$ cat config.mk
export PLATFORM = sky130hd
export DESIGN_NAME = bsg_idiv_iterative_scheduler
export DESIGN_NICKNAME = d
export VERILOG_FILES = /design/src/rtl/bsg_idiv_sched_pkg.sv /design/src/rtl/bsg_idiv_sched_rr_arb.sv /design/src/rtl/bsg_idiv_iterative_scheduler.sv
export SDC_FILE = /design/constraint.sdc
export NUM_CORES = 1
export LEC_CHECK = 0
export ABC_CLOCK_PERIOD_IN_PS = 12000
export CAP_MARGIN = 20
export CELL_PAD_IN_SITES_DETAIL_PLACEMENT = 1
export CELL_PAD_IN_SITES_GLOBAL_PLACEMENT = 2
export CORE_MARGIN = 3
export CORE_UTILIZATION = 13
export CTS_BUF_LIST = sky130_fd_sc_hd__clkbuf_16
export CTS_CLUSTER_DIAMETER = 60
export DETAILED_ROUTE_END_ITERATION = 8
export PLACE_DENSITY = 0.88
export SYNTH_ARGS = -nofsm -noshare
export SYNTH_HDL_FRONTEND = slang
export SYNTH_SLANG_ARGS = --single-unit
export TNS_END_PERCENT = 5
$ cat constraint.sdc
create_clock -name clk_i -period 12 [get_ports clk_i]
set_input_delay 2.4 -clock clk_i [delete_from_list [all_inputs] [get_ports clk_i]]
set_output_delay 2.4 -clock clk_i [all_outputs]
set_load 0.05 [all_outputs]
$ cat src/rtl/bsg_idiv_sched_pkg.sv
// Shared types for the iterative-divider scheduler.
// Holds the scheduler state enum and an ID-width helper.
package bsg_idiv_sched_pkg;

    typedef enum logic {
        IDLE = 1'b0,
        BUSY = 1'b1
    } state_e;

    function automatic int safe_clog2(int n);
        return (n <= 1) ? 1 : $clog2(n);
    endfunction

endpackage

$ cat src/rtl/bsg_idiv_sched_rr_arb.sv
// Combinational round-robin arbiter; priority starts after last_id_i.
// Ports: req_v_i, last_id_i in; one-hot grant_o and encoded grant_id_o out.
module bsg_idiv_sched_rr_arb
    import bsg_idiv_sched_pkg::*;
#(
    parameter int  num_req_p   = 4,
    localparam int id_width_lp = safe_clog2(num_req_p)
) (
    input  logic [num_req_p-1:0]   req_v_i,
    input  logic [id_width_lp-1:0] last_id_i,
    output logic [num_req_p-1:0]   grant_o,
    output logic [id_width_lp-1:0] grant_id_o
);

    always_comb begin
        int                     idx;
        logic [id_width_lp-1:0] idx_w;
        logic                   found;
        grant_o    = '0;
        grant_id_o = '0;
        found      = 1'b0;
        idx        = 0;
        idx_w      = '0;
        for (int k = 1; k <= num_req_p; k++) begin
            idx = int'(last_id_i) + k;
            if (idx >= num_req_p) idx = idx - num_req_p;
            idx_w = id_width_lp'(idx);
            if (!found && req_v_i[idx_w]) begin
                found          = 1'b1;
                grant_o[idx_w] = 1'b1;
                grant_id_o     = idx_w;
            end
        end
    end

endmodule

$ cat src/rtl/bsg_idiv_iterative_scheduler.sv
// Shares one iterative divider among num_req_p requesters (round-robin),
// one op in flight, result returned tagged with its ID via a 1-entry buffer.
// Ports: req_* (flattened per requester), div_* (divider side), resp_* (out).
module bsg_idiv_iterative_scheduler
    import bsg_idiv_sched_pkg::*;
#(
    parameter int  width_p     = 32,
    parameter int  num_req_p   = 4,
    localparam int id_width_lp = safe_clog2(num_req_p)
) (
    input  logic                           clk_i,
    input  logic                           reset_n_i,
    input  logic [num_req_p-1:0]           req_v_i,
    output logic [num_req_p-1:0]           req_ready_and_o,
    input  logic [num_req_p*width_p-1:0]   req_dividend_i,
    input  logic [num_req_p*width_p-1:0]   req_divisor_i,
    input  logic [num_req_p-1:0]           req_signed_i,
    output logic                           div_v_o,
    input  logic                           div_ready_and_i,
    output logic [width_p-1:0]             div_dividend_o,
    output logic [width_p-1:0]             div_divisor_o,
    output logic                           div_signed_o,
    input  logic                           div_v_i,
    input  logic [width_p-1:0]             div_quotient_i,
    input  logic [width_p-1:0]             div_remainder_i,
    output logic                           div_yumi_o,
    output logic                           resp_v_o,
    output logic [id_width_lp-1:0]         resp_id_o,
    output logic [width_p-1:0]             resp_quotient_o,
    output logic [width_p-1:0]             resp_remainder_o,
    input  logic                           resp_yumi_i
);

    state_e                 state_r;
    logic [id_width_lp-1:0] last_id_r;
    logic [id_width_lp-1:0] inflight_id_r;
    logic                   resp_v_r;
    logic [id_width_lp-1:0] resp_id_r;
    logic [width_p-1:0]     resp_q_r;
    logic [width_p-1:0]     resp_r_r;

    logic [num_req_p-1:0]   grant;
    logic [id_width_lp-1:0] grant_id;
    logic                   idle;
    logic                   issue;

    bsg_idiv_sched_rr_arb #(
        .num_req_p(num_req_p)
    ) arb (
        .req_v_i   (req_v_i),
        .last_id_i (last_id_r),
        .grant_o   (grant),
        .grant_id_o(grant_id)
    );

    // Reset gates the handshakes combinationally so nothing issues or
    // retires while the system is held in reset.
    assign idle            = reset_n_i & (state_r == IDLE);
    assign div_v_o         = idle & (|req_v_i);
    assign req_ready_and_o = (idle & div_ready_and_i) ? grant : '0;
    assign issue           = |(req_v_i & req_ready_and_o);
    assign div_yumi_o      = reset_n_i & (state_r == BUSY) & div_v_i
                           & (~resp_v_r | resp_yumi_i);

    always_comb begin
        div_dividend_o = '0;
        div_divisor_o  = '0;
        div_signed_o   = 1'b0;
        for (int i = 0; i < num_req_p; i++) begin
            div_dividend_o |= req_dividend_i[i*width_p +: width_p]
                            & {width_p{grant[i]}};
            div_divisor_o  |= req_divisor_i[i*width_p +: width_p]
                            & {width_p{grant[i]}};
            div_signed_o   |= req_signed_i[i] & grant[i];
        end
    end

    always_ff @(posedge clk_i) begin
        if (!reset_n_i) begin
            state_r       <= IDLE;
            last_id_r     <= id_width_lp'(num_req_p - 1);
            inflight_id_r <= '0;
            resp_v_r      <= 1'b0;
            resp_id_r     <= '0;
            resp_q_r      <= '0;
            resp_r_r      <= '0;
        end else begin
            if (resp_yumi_i) resp_v_r <= 1'b0;
            // A load in the same cycle as a drain wins.
            if (div_yumi_o) begin
                resp_v_r  <= 1'b1;
                resp_id_r <= inflight_id_r;
                resp_q_r  <= div_quotient_i;
                resp_r_r  <= div_remainder_i;
            end
            unique case (state_r)
                IDLE: begin
                    if (issue) begin
                        inflight_id_r <= grant_id;
                        last_id_r     <= grant_id;
                        state_r       <= BUSY;
                    end
                end
                BUSY: begin
                    if (div_yumi_o) state_r <= IDLE;
                end
                default: state_r <= IDLE;
            endcase
        end
    end

    assign resp_v_o         = resp_v_r;
    assign resp_id_o        = resp_id_r;
    assign resp_quotient_o  = resp_q_r;
    assign resp_remainder_o = resp_r_r;

endmodule

Word level (Yosys, flattened, before mapping)
Cells that the tools add are included.
{"block": "op_classes", "add_sub_neg": 8, "n_mul": 0, "n_div": 0, "magnitude_cmp": 12, "eq_ne": 0, "n_shift": 0, "n_mux": 37, "bitwise_logic": 34, "reduce_logical": 14}
{"cell": "AND 32 bit", "count": 8}
{"cell": "bitwise OR 32 bit", "count": 6}
{"cell": "2-to-1 mux 4 bit", "count": 5}
{"cell": "2-to-1 mux 2 bit", "count": 8}
{"cell": "2-to-1 mux 1 bit", "count": 15}
{"cell": "less-than comparator 2 x 3 -> 1 bit (second input constant)", "count": 4}
{"cell": "bitwise OR 4 bit", "count": 3}
{"cell": "AND 1 bit", "count": 10}
{"cell": ">= comparator 3 bit (second input constant)", "count": 3}
{"cell": "binary-select mux 1 bit (select 2 bit)", "count": 4}
{"cell": "demux 1 bit (select 2 bit)", "count": 4}
{"cell": ">= comparator 2 x 1 -> 1 bit (second input constant)", "count": 4}
{"cell": "OR reduction 4 bit", "count": 2}
{"cell": "subtractor 2 x 1 -> 2 bit (second input constant)", "count": 4}
{"cell": "logical AND 1 bit", "count": 7}
{"cell": "adder 2 x 2 -> 3 bit (second input constant)", "count": 2}
{"cell": "adder 2 x 3 -> 4 bit (second input constant)", "count": 1}
{"cell": "AND 4 bit", "count": 1}
{"cell": ">= comparator 4 x 3 -> 1 bit (second input constant)", "count": 1}
{"cell": "bitwise OR 1 bit", "count": 4}
{"cell": "adder 2 x 1 -> 3 bit (second input constant)", "count": 1}
{"cell": "logical NOT 1 bit", "count": 3}
{"cell": "NOT 1 bit", "count": 2}
{"cell": "case mux 1 bit (2 select lines)", "count": 1}
{"cell": "other kinds (2)", "count": 2}
{"block": "word_totals", "ff_bits": 72, "latch_bits": 0, "ramBits": 0, "rom_bits": 0, "in_bits": 333, "output_inout_bits": 138, "word_cells": 112, "n_memories": 0}

Longest topological paths before layout
{"block": "logic_depth", "ltp_word": 20, "depth_mapped": 12}

Modules after synthesis
From an unflattened synthesis, not the netlist that was laid out.
{"block": "hier_totals", "cells_unflattened": 595, "area_unflattened_um2": 4684.5}
{"module": "bsg_idiv_iterative_scheduler", "instances": 1, "cells_per_inst": 536, "area_per_inst_um2": 4194.0, "seq_area_each_um2": 1441.4}
{"module": "bsg_idiv_sched_rr_arb", "instances": 1, "cells_per_inst": 59, "area_per_inst_um2": 490.5, "seq_area_each_um2": 0.0}

Least setup slack after synthesis
OpenSTA, ideal clock, no wires.
{"block": "synth_timing", "path_kind": "input -> output", "from": "input port req_v_i[3]", "to": "output port div_divisor_o[12]", "arrival_ns": 4.743, "required_time_ns": 9.600, "path_slack_ns": 4.857, "stages": 9, "n_path_buf": 3, "path_cell_list": "clkbuf_1 mux4_2 nor2_1 o21ai_0 o21ai_1 clkbuf_1 buf_1 a222oi_1 nand2_1"}
{"block": "synth_via", "elab_chain_cells": 16, "word_cells_on_any_way": 31, "cone_classes": "mux (15); bitwise (10); reduce/logical (6)"}
{"item": "from (decl)", "line": "bsg_idiv_iterative_scheduler.sv:13", "source": "input logic [num_req_p-1:0] req_v_i,"}
{"item": "binary-select mux 1 bit (select 2 bit)", "line": "bsg_idiv_sched_rr_arb.sv:28", "source": "if (!found && req_v_i[idx_w]) begin"}
{"item": "2-to-1 mux 1 bit (implied by the code)", "line": "bsg_idiv_sched_rr_arb.sv:28"}
{"item": "2-to-1 mux 1 bit", "line": "bsg_idiv_sched_rr_arb.sv:28"}
{"item": "logical NOT 1 bit", "line": "bsg_idiv_sched_rr_arb.sv:28"}
{"item": "logical AND 1 bit", "line": "bsg_idiv_sched_rr_arb.sv:28"}
{"item": "2-to-1 mux 1 bit", "line": "bsg_idiv_sched_rr_arb.sv:28"}
{"item": "logical NOT 1 bit", "line": "bsg_idiv_sched_rr_arb.sv:28"}
{"item": "logical AND 1 bit", "line": "bsg_idiv_sched_rr_arb.sv:28"}
{"item": "2-to-1 mux 1 bit", "line": "bsg_idiv_sched_rr_arb.sv:28"}
{"item": "logical NOT 1 bit", "line": "bsg_idiv_sched_rr_arb.sv:28"}
{"item": "logical AND 1 bit", "line": "bsg_idiv_sched_rr_arb.sv:28"}
{"item": "2-to-1 mux 4 bit (*)", "line": "bsg_idiv_sched_rr_arb.sv:28"}
{"item": "AND 32 bit", "line": "bsg_idiv_iterative_scheduler.sv:73", "source": "& {width_p{grant[i]}};"}
{"item": "bitwise OR 32 bit (2 in a row)", "line": "bsg_idiv_iterative_scheduler.sv:72", "source": "div_divisor_o |= req_divisor_i[i*width_p +: width_p]"}
{"item": "bitwise OR 32 bit (*)", "line": "bsg_idiv_iterative_scheduler.sv:72"}
{"item": "to (decl)", "line": "bsg_idiv_iterative_scheduler.sv:21", "source": "output logic [width_p-1:0] div_divisor_o,"}
Every way passes the cells marked *; elsewhere a longest branch is shown, timed or not. The select of a mux whose other input is x is not followed.

Final worst setup path
{"block": "layout_timing", "from": "input port req_v_i[1]", "to": "output port div_divisor_o[19]"}
The elaborated chain is that of the path after synthesis.

==> impl_metrics.env <==
export IMPL_drt_iter0_drc=408
export IMPL_grt_usage_pct=15.8
export IMPL_die_area_um2=35500
export IMPL_synth_async_sr_flop_share_pct=0
export IMPL_yosysTopAreaCell="dfxtp_1"
export IMPL_syn2layout_area_growth_pct=127
export IMPL_cts_buffers_inserted=9
export IMPL_synthSimpleGateAreaFrac_pct=27.5
export IMPL_clockRootBuffer="clkbuf_16"
export IMPL_initial_utilization_pct=13.2
export IMPL_syn_avg_cell_area_um2=7.08
export IMPL_fin_setup_tns_ps=0
export IMPL_synthAdderAreaFrac_pct=2.31
export IMPL_status="finished clean"
export IMPL_peakVddDrop_v=0.000109
export IMPL_synth_distinct_cells=39
export IMPL_placed_cells_incl_taps=1474
export IMPL_ys_ff_latch=72
export IMPL_cts_hold_buf=0
export IMPL_synthesis_nets=952
export IMPL_cp_required_ps=9600
export IMPL_max_cap_viol_count=0
export IMPL_rows=66
export IMPL_critPathMaxFanout=51
export IMPL_total_power_mw=2.38
export IMPL_fmax_ghz=0.112
export IMPL_clock_path_buffers=2
export IMPL_drc=0
export IMPL_synth_top_family_by_area="simple AND/OR/NAND/NOR gates"
export IMPL_overflow=0
export IMPL_clock_skew_ps=4.26
export IMPL_dp_hpwl_um=23500
export IMPL_cp_slowest_cell="clkdlybuf4s50_1"
export IMPL_cp_common_cell="clkdlybuf4s50_1"
export IMPL_critPathKind="in2out"
export IMPL_htree_num_levels=3
export IMPL_cp_depth=9
export IMPL_final_common_cell="clkdlybuf4s50_1"
export IMPL_ys_flop_type="dfxtp_1"
export IMPL_hold_violations=0
export IMPL_stdcell_count=1504
export IMPL_crit_chain="clkdlybuf4s50_1 -> mux4_2 -> nor2_1 -> o21ai_0 -> o21ai_4 -> buf_4 -> a222oi_1 -> nand2_1 -> clkdlybuf4s50_1"
export IMPL_die_h_um=188
export IMPL_tightest_slew_ps=784
export IMPL_final_cell_mix="clkdlybuf4s50_1, nand2_1, dfxtp_1"
export IMPL_synth_edff_count=0
export IMPL_slowest_delay_ps=830
export IMPL_synth_mux_area_share_pct=3.99
export IMPL_r2r_cells=9
export IMPL_maxSlewHeadroom_pct=47.2
export IMPL_clkSinkCount=72
export IMPL_vias=6537
export IMPL_path_buf_inv=3
export IMPL_yosysTopAreaCellShare_pct=33.3
export IMPL_ios=471
export IMPL_r2r_end="last_id_r[0]"
export IMPL_cp_end_kind="output port"
export IMPL_cts_repair_resized=0
export IMPL_r2r_start="last_id_r[0]"
export IMPL_antenna_left=0
export IMPL_core_area_um2=32700
export IMPL_routedWlPerCell_um=19.8
export IMPL_post_cts_buffers=0
export IMPL_ys_warn_count=0
export IMPL_leakagePower_nw=3.60
export IMPL_startpoint="req_v_i[1]"
export IMPL_critPathArrivalTime_ps=6490
export IMPL_viasPerCell=4.35
export IMPL_rsz0062_at_grt="no"
export IMPL_reg2reg_slack_ps=7540
export IMPL_clock_latency_ps=330
export IMPL_wl_um=29800
export IMPL_pwr_density_cell_nw_per_um2=243
export IMPL_synth_area_um2=4320
export IMPL_drive_gt1_share_pct=3.63
export IMPL_port_buffers=470
export IMPL_clkSlewWorstSetupHoldPaths_ps=60
export IMPL_ys_seq_area_share_pct=33.3
export IMPL_nets=1384
export IMPL_hold_class="reg2reg"
export IMPL_die_w_um=188
export IMPL_syn_inst=611
export IMPL_grt_pass1_wl_um=42900
export IMPL_fin_crit_ps=8890
export IMPL_min_period_over_period_pct=74.1
export IMPL_synthTopCellsByArea="dfxtp_1, nand2_1, a222oi_1"
export IMPL_cts_tree="done"
export IMPL_crit_family="buffers and inverters"
export IMPL_slew_viol_final=0
export IMPL_grt_pass1_vias=6793
export IMPL_synth_compound_area_share_pct=27.1
export IMPL_yosys_area_share_xor_xnor_pct=0
export IMPL_crit_end="div_divisor_o[19]"
export IMPL_start_kind="input pin"
export IMPL_antenna_found_initial=14
export IMPL_firstDrtPassIters=8
export IMPL_routabilityCongestion=0.816
export IMPL_grt_max_degree=70
export IMPL_setup_violations=0
==> synthesized netlist by cell type, types with 2 or more instances <==
| cell | count |
|---|---|
| dfxtp_1 | 72 |
| a211oi_1 | 3 |
| a22oi_1 | 3 |
| a222oi_1 | 65 |
| clkbuf_1 | 45 |
| nor2_1 | 2 |
| nand3_1 | 3 |
| a21oi_1 | 70 |
| nor2b_1 | 8 |
| o21ai_0 | 3 |
| a32o_1 | 2 |
| o211ai_1 | 2 |
| buf_2 | 3 |
| and2_1 | 4 |
| mux2i_1 | 3 |
| nand2_1 | 273 |
| mux4_2 | 4 |
| mux2_2 | 2 |
| or2_2 | 2 |
| inv_1 | 8 |
| ha_1 | 8 |
| mux2_4 | 2 |
| buf_1 | 7 |
| a221o_1 | 2 |
==> worst min-delay path: stages, from the launching register on <==
cell     delay (ps)
dfxtp_1         300
nand2_1          50
a21oi_1          50
==> power breakdown <==
| group | total, mW | internal (mW) | switching (mW) |
|---|---|---|---|
| combinational | 1.79 | 0.605 | 1.19 |
| sequential | 0.281 | 0.260 | 0.0208 |
| clock | 0.307 | 0.201 | 0.106 |
| total | 2.38 | 1.07 | 1.32 |
==> through the flow <==
| step | setup WS (ps) | util [%] | area (um2) | hold slack [ps] |
|---|---|---|---|---|
| CTS | 3130 | 29.9 | 9760 | 455 |
| floorplan | 4860 | - | 4320 | 432 |
| detailed placement | 3130 | 28.8 | 9430 | 449 |
| global route | 2870 | 30.0 | 9800 | 476 |
| finish | 3110 | 30.0 | 9800 | 454 |
| global placement | 3250 | 28.8 | 9430 | 441 |
==> how the worst min path moves through the flow <==
stage,from,cells after the start,endpoint
CTS,resp_remainder_o[22],2,resp_remainder_o[22]
global placement,resp_quotient_o[24],2,resp_quotient_o[24]
floorplan,inflight_id_r[0],2,resp_id_o[0]
detailed placement,resp_remainder_o[11],2,resp_remainder_o[11]
finish,resp_remainder_o[22],2,resp_remainder_o[22]
global route,resp_remainder_o[20],2,resp_remainder_o[20]
==> logic make-up (layout without fill, tap and decap cells) <==
family                   count (synthesis)  count (layout)
multiplexers                            11              11
adder cells (fa/ha/maj)                  8               8
other                                    0              14
AND/OR/NAND/NOR                        300             300
buffers and inverters                   65             502
flip-flops                              72              72
AO/OA/AOI/OAI                          155             155
==> layout make-up <==
class,count,area [um2]
clock inverters,7,110
clock buffers,9,225
multi-input cells,474,2640
inverters,9,33.8
fillers,3898,22900
diodes,14,35.0
flip-flops and latches,72,1440
repair buffers,477,4760
well taps,442,553
==> flip-flops by register name, indices dropped and copies added (netlist names) <==
| register | cells |
|---|---|
| state_r | 1 |
| last_id_r | 2 |
| resp_quotient_o | 32 |
| resp_remainder_o | 32 |
| resp_id_o | 2 |
| resp_v_o | 1 |
| inflight_id_r | 2 |
==> layer usage <==
| layer | track usage, % | up-vias | part of all wire [%] |
|---|---|---|---|
| met1 | 16.2 | 3108 | 35 |
| met3 | 5.82 | 32 | 9.7 |
| met2 | 28.3 | 336 | 53 |
| met4 | 7.73 | 0 | 2.8 |
| li1 | - | 3061 | - |
| met5 | 0 | - | 0 |
Note: power is estimated with default switching activity, not from simulation.
